### config.mk
export PLATFORM = sky130hd
export DESIGN_NAME = spill_seq_ctrl
export DESIGN_NICKNAME = d
export VERILOG_FILES = /design/src/rtl/spill_seq_ctrl.sv
export SDC_FILE = /design/constraint.sdc
export NUM_CORES = 1
export LEC_CHECK = 0
export ABC_CLOCK_PERIOD_IN_PS = 2500
export BUFFER_PORTS_ARGS = -buffer_cell sky130_fd_sc_hd__buf_4
export CAP_MARGIN = 20
export CELL_PAD_IN_SITES_DETAIL_PLACEMENT = 2
export CELL_PAD_IN_SITES_GLOBAL_PLACEMENT = 2
export CORE_MARGIN = 2
export CORE_UTILIZATION = 33
export CTS_CLUSTER_SIZE = 16
export DETAILED_ROUTE_END_ITERATION = 6
export PLACE_DENSITY = 0.76
export SYNTH_ARGS = -nofsm -noshare
export SYNTH_HDL_FRONTEND = slang
export SYNTH_SLANG_ARGS = --single-unit
### constraint.sdc
create_clock -name clk -period 2.5 [get_ports clk]
set_input_delay 0.5 -clock clk [delete_from_list [all_inputs] [get_ports clk]]
set_output_delay 0.5 -clock clk [all_outputs]
set_load 0.02 [all_outputs]
### src/rtl/spill_seq_ctrl.sv
// spill_seq_ctrl: spill sequencer IDLE->ARM->LIVE->DRAIN gating triggers to the DAQ.
// Optional LIVE timeout enabled by defining SPILL_TIMEOUT_EN.
module spill_seq_ctrl #(
  parameter int unsigned ARM_DLY   = 16,
  parameter int unsigned DRAIN_DLY = 64,
  parameter int unsigned TMO_CYC   = 1048576
) (
  input  logic        clk,
  input  logic        rst,
  input  logic        sos_got,
  input  logic        eos_got,
  input  logic        trig_in,
  input  logic        daq_busy,
  output logic        catcher_rst,
  output logic        trig_en,
  output logic        trig_out,
  output logic        spill_active,
  output logic [1:0]  state,
  output logic [15:0] trig_cnt,
  output logic [15:0] drop_cnt,
  output logic        tmo_flag
);
  typedef enum logic [1:0] {IDLE, ARM, LIVE, DRAIN} state_t;
  state_t      state_q;
  logic [15:0] dly_q, trig_cnt_q, drop_cnt_q;
  logic        trig_out_q, catcher_rst_q;
  logic        accept, drop;
`ifdef SPILL_TIMEOUT_EN
  logic [23:0] tmo_q;
  logic        tmo_flag_q;
  assign tmo_flag = tmo_flag_q;
`else
  assign tmo_flag = (TMO_CYC == 0);
`endif
  assign accept       = state_q == LIVE && trig_in && !daq_busy;
  assign drop         = state_q == LIVE && trig_in && daq_busy;
  assign trig_en      = state_q == LIVE;
  assign spill_active = state_q != IDLE;
  assign state        = state_q;
  assign trig_cnt     = trig_cnt_q;
  assign drop_cnt     = drop_cnt_q;
  assign trig_out     = trig_out_q;
  assign catcher_rst  = catcher_rst_q;
  always_ff @(posedge clk) begin
    if (rst) begin
      state_q       <= IDLE;
      dly_q         <= '0;
      trig_cnt_q    <= '0;
      drop_cnt_q    <= '0;
      trig_out_q    <= 1'b0;
      catcher_rst_q <= 1'b0;
`ifdef SPILL_TIMEOUT_EN
      tmo_q         <= '0;
      tmo_flag_q    <= 1'b0;
`endif
    end else begin
      catcher_rst_q <= sos_got | eos_got;
      trig_out_q    <= accept;
      if (accept && trig_cnt_q != 16'hFFFF) trig_cnt_q <= trig_cnt_q + 16'd1;
      if (drop && drop_cnt_q != 16'hFFFF) drop_cnt_q <= drop_cnt_q + 16'd1;
      case (state_q)
        IDLE: if (sos_got && !eos_got) begin
          state_q    <= ARM;
          dly_q      <= 16'(ARM_DLY - 1);
          trig_cnt_q <= '0;
          drop_cnt_q <= '0;
`ifdef SPILL_TIMEOUT_EN
          tmo_flag_q <= 1'b0;
`endif
        end
        ARM: if (eos_got) begin
          state_q <= DRAIN;
          dly_q   <= 16'(DRAIN_DLY - 1);
        end else if (dly_q == 16'd0) begin
          state_q <= LIVE;
`ifdef SPILL_TIMEOUT_EN
          tmo_q   <= '0;
`endif
        end else dly_q <= dly_q - 16'd1;
        LIVE: begin
`ifdef SPILL_TIMEOUT_EN
          if (eos_got) begin
            state_q <= DRAIN;
            dly_q   <= 16'(DRAIN_DLY - 1);
          end else if (tmo_q == 24'(TMO_CYC - 1)) begin
            state_q    <= DRAIN;
            dly_q      <= 16'(DRAIN_DLY - 1);
            tmo_flag_q <= 1'b1;
          end else tmo_q <= tmo_q + 24'd1;
`else
          if (eos_got) begin
            state_q <= DRAIN;
            dly_q   <= 16'(DRAIN_DLY - 1);
          end
`endif
        end
        DRAIN: if (dly_q != 16'd0) dly_q <= dly_q - 16'd1;
          else if (!daq_busy) state_q <= IDLE;
      endcase
    end
  end
endmodule

After elaboration in Yosys (flattened, before gate mapping)
Index checks and enable logic that the tools add are counted.
W data, S select, Z words.
{"block": "word_totals", "reg_bits": 52, "output_inout_bits": 39, "wordCells": 55}
{"block": "classes", "n_addsub": 3, "eq_ne": 12, "muxes": 19, "bitwise": 1, "reduce_logical": 14}
{"cell": "$mux W16", "count": 11}
{"cell": "$pmux W16 S4", "count": 1}
{"cell": "$add A16 B1 Y16 const B", "count": 2}
{"cell": "$ne A16 B16 Y1 const B", "count": 2}
{"cell": "$logic_not A16 Y1", "count": 1}
{"cell": "$reduce_bool A16 Y1", "count": 1}
{"cell": "$sub A16 B1 Y16 const B", "count": 1}
{"cell": "$mux W2", "count": 6}
{"cell": "$ne A2 B2 Y1 const B", "count": 5}
{"cell": "$pmux W2 S4", "count": 1}
{"cell": "$logic_and A1 B1 Y1", "count": 6}
{"cell": "$ne A3 B3 Y1 const B", "count": 2}
{"cell": "$reduce_and A5 Y1", "count": 1}
{"cell": "$eq A2 B2 Y1 const B", "count": 2}
{"cell": "$reduce_and A4 Y1", "count": 1}
{"cell": "$eq A2 B1 Y1 const B", "count": 1}
{"cell": "$logic_not A1 Y1", "count": 2}
{"cell": "$logic_not A2 Y1", "count": 1}
{"cell": "$reduce_bool A2 Y1", "count": 1}
{"cell": "$or A1 B1 Y1", "count": 1}

Depth between registers and ports, before layout
{"block": "depth", "word_depth": 7, "depth_mapped": 8, "mapped_depth_nobuf": 7}

Worst setup path before layout
Ideal clock, no wire load.
{"block": "synth_timing", "path_kind": "register to register", "start": "register state_q[0] (netlist: state[0])", "end": "register dly_q[15]", "arrival_ps": 2204, "t_required_ps": 2429, "path_slack_ps": 226, "path_stages_with_launch": 8, "n_path_buf": 0, "period_less_slack_ps": 2274, "path_cell_list": "dfxtp_1 inv_1 ha_1 nor2b_1 a2111oi_4 o2111ai_2 or4_1 a21oi_1"}
{"block": "synth_via", "elab_chain_cells": 3, "word_cells_on_any_way": 10}
{"item": "start: declaration", "line_no": "24", "rtl": "state_t state_q;"}
{"item": "start signal: assignment", "line_no": "46", "rtl": "state_q <= IDLE;"}
{"item": "start signal: assignment", "line_no": "63", "rtl": "state_q <= ARM;"}
{"item": "start signal: assignment", "line_no": "72", "rtl": "state_q <= DRAIN;"}
{"item": "$eq A2 B2 Y1 *"}
{"item": "via trig_en", "line_no": "15", "rtl": "output logic trig_en,"}
{"item": "$ne A2 B2 Y1 (no line)"}
{"item": "$reduce_and A4 Y1 (no line)"}
{"item": "end signal: assignment", "line_no": "64", "rtl": "dly_q <= 16'(ARM_DLY - 1);"}
{"item": "end signal: assignment", "line_no": "73", "rtl": "dly_q <= 16'(DRAIN_DLY - 1);"}
{"item": "end signal: assignment", "line_no": "79", "rtl": "end else dly_q <= dly_q - 16'd1;"}
{"item": "end: declaration", "line_no": "25", "rtl": "logic [15:0] dly_q, trig_cnt_q, drop_cnt_q;"}
Mark *: on every way through the listed nets, which the timed path passes. The rest lies on a longest branch.
A chain may end at the register's enable or synchronous reset.

Final worst setup path
{"block": "layout_timing", "start": "register dly_q[2]", "end": "register dly_q[15]"}
{"block": "layout_via", "elab_chain_cells": 4, "word_cells_on_any_way": 10}
{"item": "$sub A16 B1 Y16", "line_no": "79, 97"}
{"item": "$mux W16", "line_no": "74", "rtl": "end else if (dly_q == 16'd0) begin"}
{"item": "$mux W16", "line_no": "71", "rtl": "ARM: if (eos_got) begin"}
{"item": "$pmux W16 S4", "line_no": "61", "rtl": "case (state_q)"}
Several ways; a longest one is shown, not always the timed one. The select of a mux whose other input is x is not followed.

==> impl_metrics.sql <==
INSERT INTO impl_metrics (metric_group, metric, value, unit) VALUES
('grt', 'all_layer_gr_usage', '18.4', '%'),
('sta', 'layout_min_cycle_time', '2.26', 'ns'),
('clocking', 'clkSinkCount', '52', ''),
('sta', 'relSlewSlack', '58.6', '%'),
('clocking', 'cts-buffers-inserted', '5', ''),
('floorplanning', 'std_cell_rows', '33', ''),
('clocking', 'clk_pin_slew', '0.10', 'ns'),
('grt', 'grt_antenna_before_repair', '0', ''),
('sta', 'tns', '0', 'ns'),
('layout', 'layout.cells.most_common_list', '56 x sky130_fd_sc_hd__buf_4, 52 x sky130_fd_sc_hd__nor2_1, 52 x sky130_fd_sc_hd__dfxtp_1', ''),
('layout', 'post_route_cells_drive_above_1_share', '18.7', '%'),
('place', 'portBuffers', '43', ''),
('status', 'outcome', 'complete, no violations', ''),
('synth', 'synthesis.nets', '341', ''),
('routing', 'ant_nets', '0', ''),
('synth', 'synthFlopType', 'sky130_fd_sc_hd__dfxtp_1', ''),
('power_and_ir_drop', 'cellPowerDensity', '946', 'nW/um2'),
('synth', 'synthCells', '328', ''),
('synth', 'synthAdderAreaFrac', '3.20', '%'),
('floorplanning', 'initial_core_util', '33.7', '%'),
('clocking', 'tritoncts', 'built', ''),
('power_and_ir_drop', 'p_total', '3.18', 'mW'),
('clocking', 'ctsLongestPathBuffers', '2', ''),
('clocking', 'htree_num_levels', '2', ''),
('layout', 'finalNonFillerCells', '490', ''),
('synth', 'synth.top_cell.area_share', '38.0', '%'),
('sta', 'hold_viol_final', '0', ''),
('power_and_ir_drop', 'power_leakage', '1.28', 'nW'),
('synth', 'synth.area.mux_share', '1.10', '%'),
('clocking', 'cts-resized-gates', '0', ''),
('floorplanning', 'die-area', '9040', 'um2'),
('synth', 'synth_sequential_area_ratio', '38.0', '%'),
('clocking', 'worstSkewPairLatency', '0.30', 'ns'),
('worst_setup_path', 'r2r_end', 'dly_q[15]', ''),
('worst_setup_path', 'rr_worst_depth', '5', ''),
('clocking', 'cts_setup_buffers', '0', ''),
('worst_setup_path', 'timing.critical_path.slowest_stage_cell', 'sky130_fd_sc_hd__or4_4', ''),
('worst_hold_path', 'worstHoldStart', 'sos_got', ''),
('synth', 'netlist-cell-type-count', '48', ''),
('sta', 'unrepaired_setup_endpoints_after_global_routing', 'false', ''),
('worst_setup_path', 'crit_path_max_fanout', '7', ''),
('layout', 'layout_commonest_cell', 'sky130_fd_sc_hd__buf_4', ''),
('synth', 'synth.avg_cell_area', '8.35', 'um2'),
('floorplanning', 'design.portCount', '45', ''),
('sta', 'timing_worst_slew_pin_value', '0.614', 'ns'),
('synth', 'netlist.top_cell.by_area', 'sky130_fd_sc_hd__dfxtp_1', ''),
('worst_setup_path', 'setup.reg_to_reg.worst_slack', '0.24', 'ns'),
('routing', 'drt-initial-drc-count', '58', ''),
('synth', 'post_synth_instance_area', '2740', 'um2'),
('sta', 'post-route-period-util', '90.4', '%'),
('routing', 'dr_total_vias', '2635', ''),
('place', 'placed_insts', '482', ''),
('routing', 'drt_pass1_iterations', '4', ''),
('routing', 'routed_wl', '7920', 'um'),
('worst_setup_path', 'critical_path.cell_chain', 'or4_4 > a2111oi_4 > o2111ai_2 > or4_1 > a21oi_1', ''),
('grt', 'pin_count_of_the_biggest_net_entering_global_routing', '16', ''),
('routing', 'drt_drc_violations_left', '0', ''),
('routing', 'wl_per_cell', '16.2', 'um'),
('worst_setup_path', 'worst-endpoint-required', '2.74', 'ns'),
('sta', 'layout_setup_ws', '0.241', 'ns'),
('worst_hold_path', 'min_delay_path_depth', '3', ''),
('floorplanning', 'floorplan.die.width', '95.1', 'um'),
('layout', 'fillers', '930', ''),
('layout', 'area_growth', '22.6', '%'),
('synth', 'synthSimpleGateAreaFrac', '29.7', '%'),
('place', 'dpl_worst_slack', '0.196', 'ns'),
('synth', 'xor_xnor_share_of_the_synthesized_area', '9.59', '%'),
('place', 'routabilityCongestion', '0.801', ''),
('grt', 'global_route_wire_length_before_repair', '13400', 'um'),
('layout', 'layout.nets', '397', ''),
('synth', 'synth_compound_gate_area_share', '15.8', '%');
-- layout make-up --
class | count | area [um2] | share of cell area (%)
Clock inverter | 1 | 7.51 | 0.224
Multi-Input combinational cell | 259 | 1630 | 48.7
Timing Repair Buffer | 56 | 420 | 12.5
Tap cell | 105 | 131 | 3.91
Sequential cell | 52 | 1040 | 31.0
Inverter | 10 | 37.5 | 1.12
Clock buffer | 7 | 86.3 | 2.57
-- cell families after synthesis --
logic type | Yosys count
AOI/OAI and AO/OA | 62
xor gates and xnor gates | 30
adders and majority gates | 7
buffers and inverters | 17
DFF | 52
muxes | 3
other | 1
and+or+nand+nor | 156
-- metal layers --
metal / vias to the layer above / share of wire [%] / global-route usage (%)
met5: - / 0 / 0
met4: 0 / 0.81 / 3.74
met3: 6 / 3.0 / 3.40
met2: 32 / 48 / 32.0
met1: 1291 / 48 / 23.8
li1: 1306 / - / -
-- state kept, by name, summed over array words and instances, names as in the netlist --
| register | flops |
|---|---|
| dly_q | 16 |
| state | 2 |
| trig_out | 1 |
| drop_cnt | 16 |
| trig_cnt | 16 |
| catcher_rst | 1 |
-- per-stage QoR --
stage               cell area, um2  utilization (%)  hold WS [ns]
floorplan                     2740                -         0.449
global placement              3260             40.1         0.475
detailed placement            3260             40.1         0.479
CTS                           3360             41.3         0.433
global route                  3360             41.3         0.435
finish                        3360             41.3         0.436
-- critical path: cells and delay by family, from the launching register on --
kind	cells	cell delay, ns
flops	1	0.38
simple gates	2	1.04
compound gates	3	0.79
-- power by group --
| part | total, mW | switching [mW] | internal, mW |
|---|---|---|---|
| Combinational | 1.59 | 0.947 | 0.648 |
| Clock | 0.513 | 0.287 | 0.226 |
| Sequential | 1.07 | 0.129 | 0.940 |
-- cell usage after synthesis (8+ instances only) --
cell type and number:
sky130_fd_sc_hd__o21ai_0 14, sky130_fd_sc_hd__inv_1 10, sky130_fd_sc_hd__nand4_1 14, sky130_fd_sc_hd__xnor2_1 8, sky130_fd_sc_hd__nor4_1 8, sky130_fd_sc_hd__xor2_1 22, sky130_fd_sc_hd__nand3_1 17, sky130_fd_sc_hd__nor2_1 52
sky130_fd_sc_hd__nand2_1 15, sky130_fd_sc_hd__nor3_1 9, sky130_fd_sc_hd__dfxtp_1 52, sky130_fd_sc_hd__a21oi_1 15
-- worst max path at each step --
stage,from,to,slack (ns)
after floorplan,state[0],dly_q[15],0.23
after global placement,eos_got,dly_q[15],0.27
after detailed placement,eos_got,dly_q[15],0.20
after CTS,dly_q[2],dly_q[15],0.23
after global routing,state[1],state[0],0.04
final,dly_q[2],dly_q[15],0.24
(Power assumes the default switching activity.)
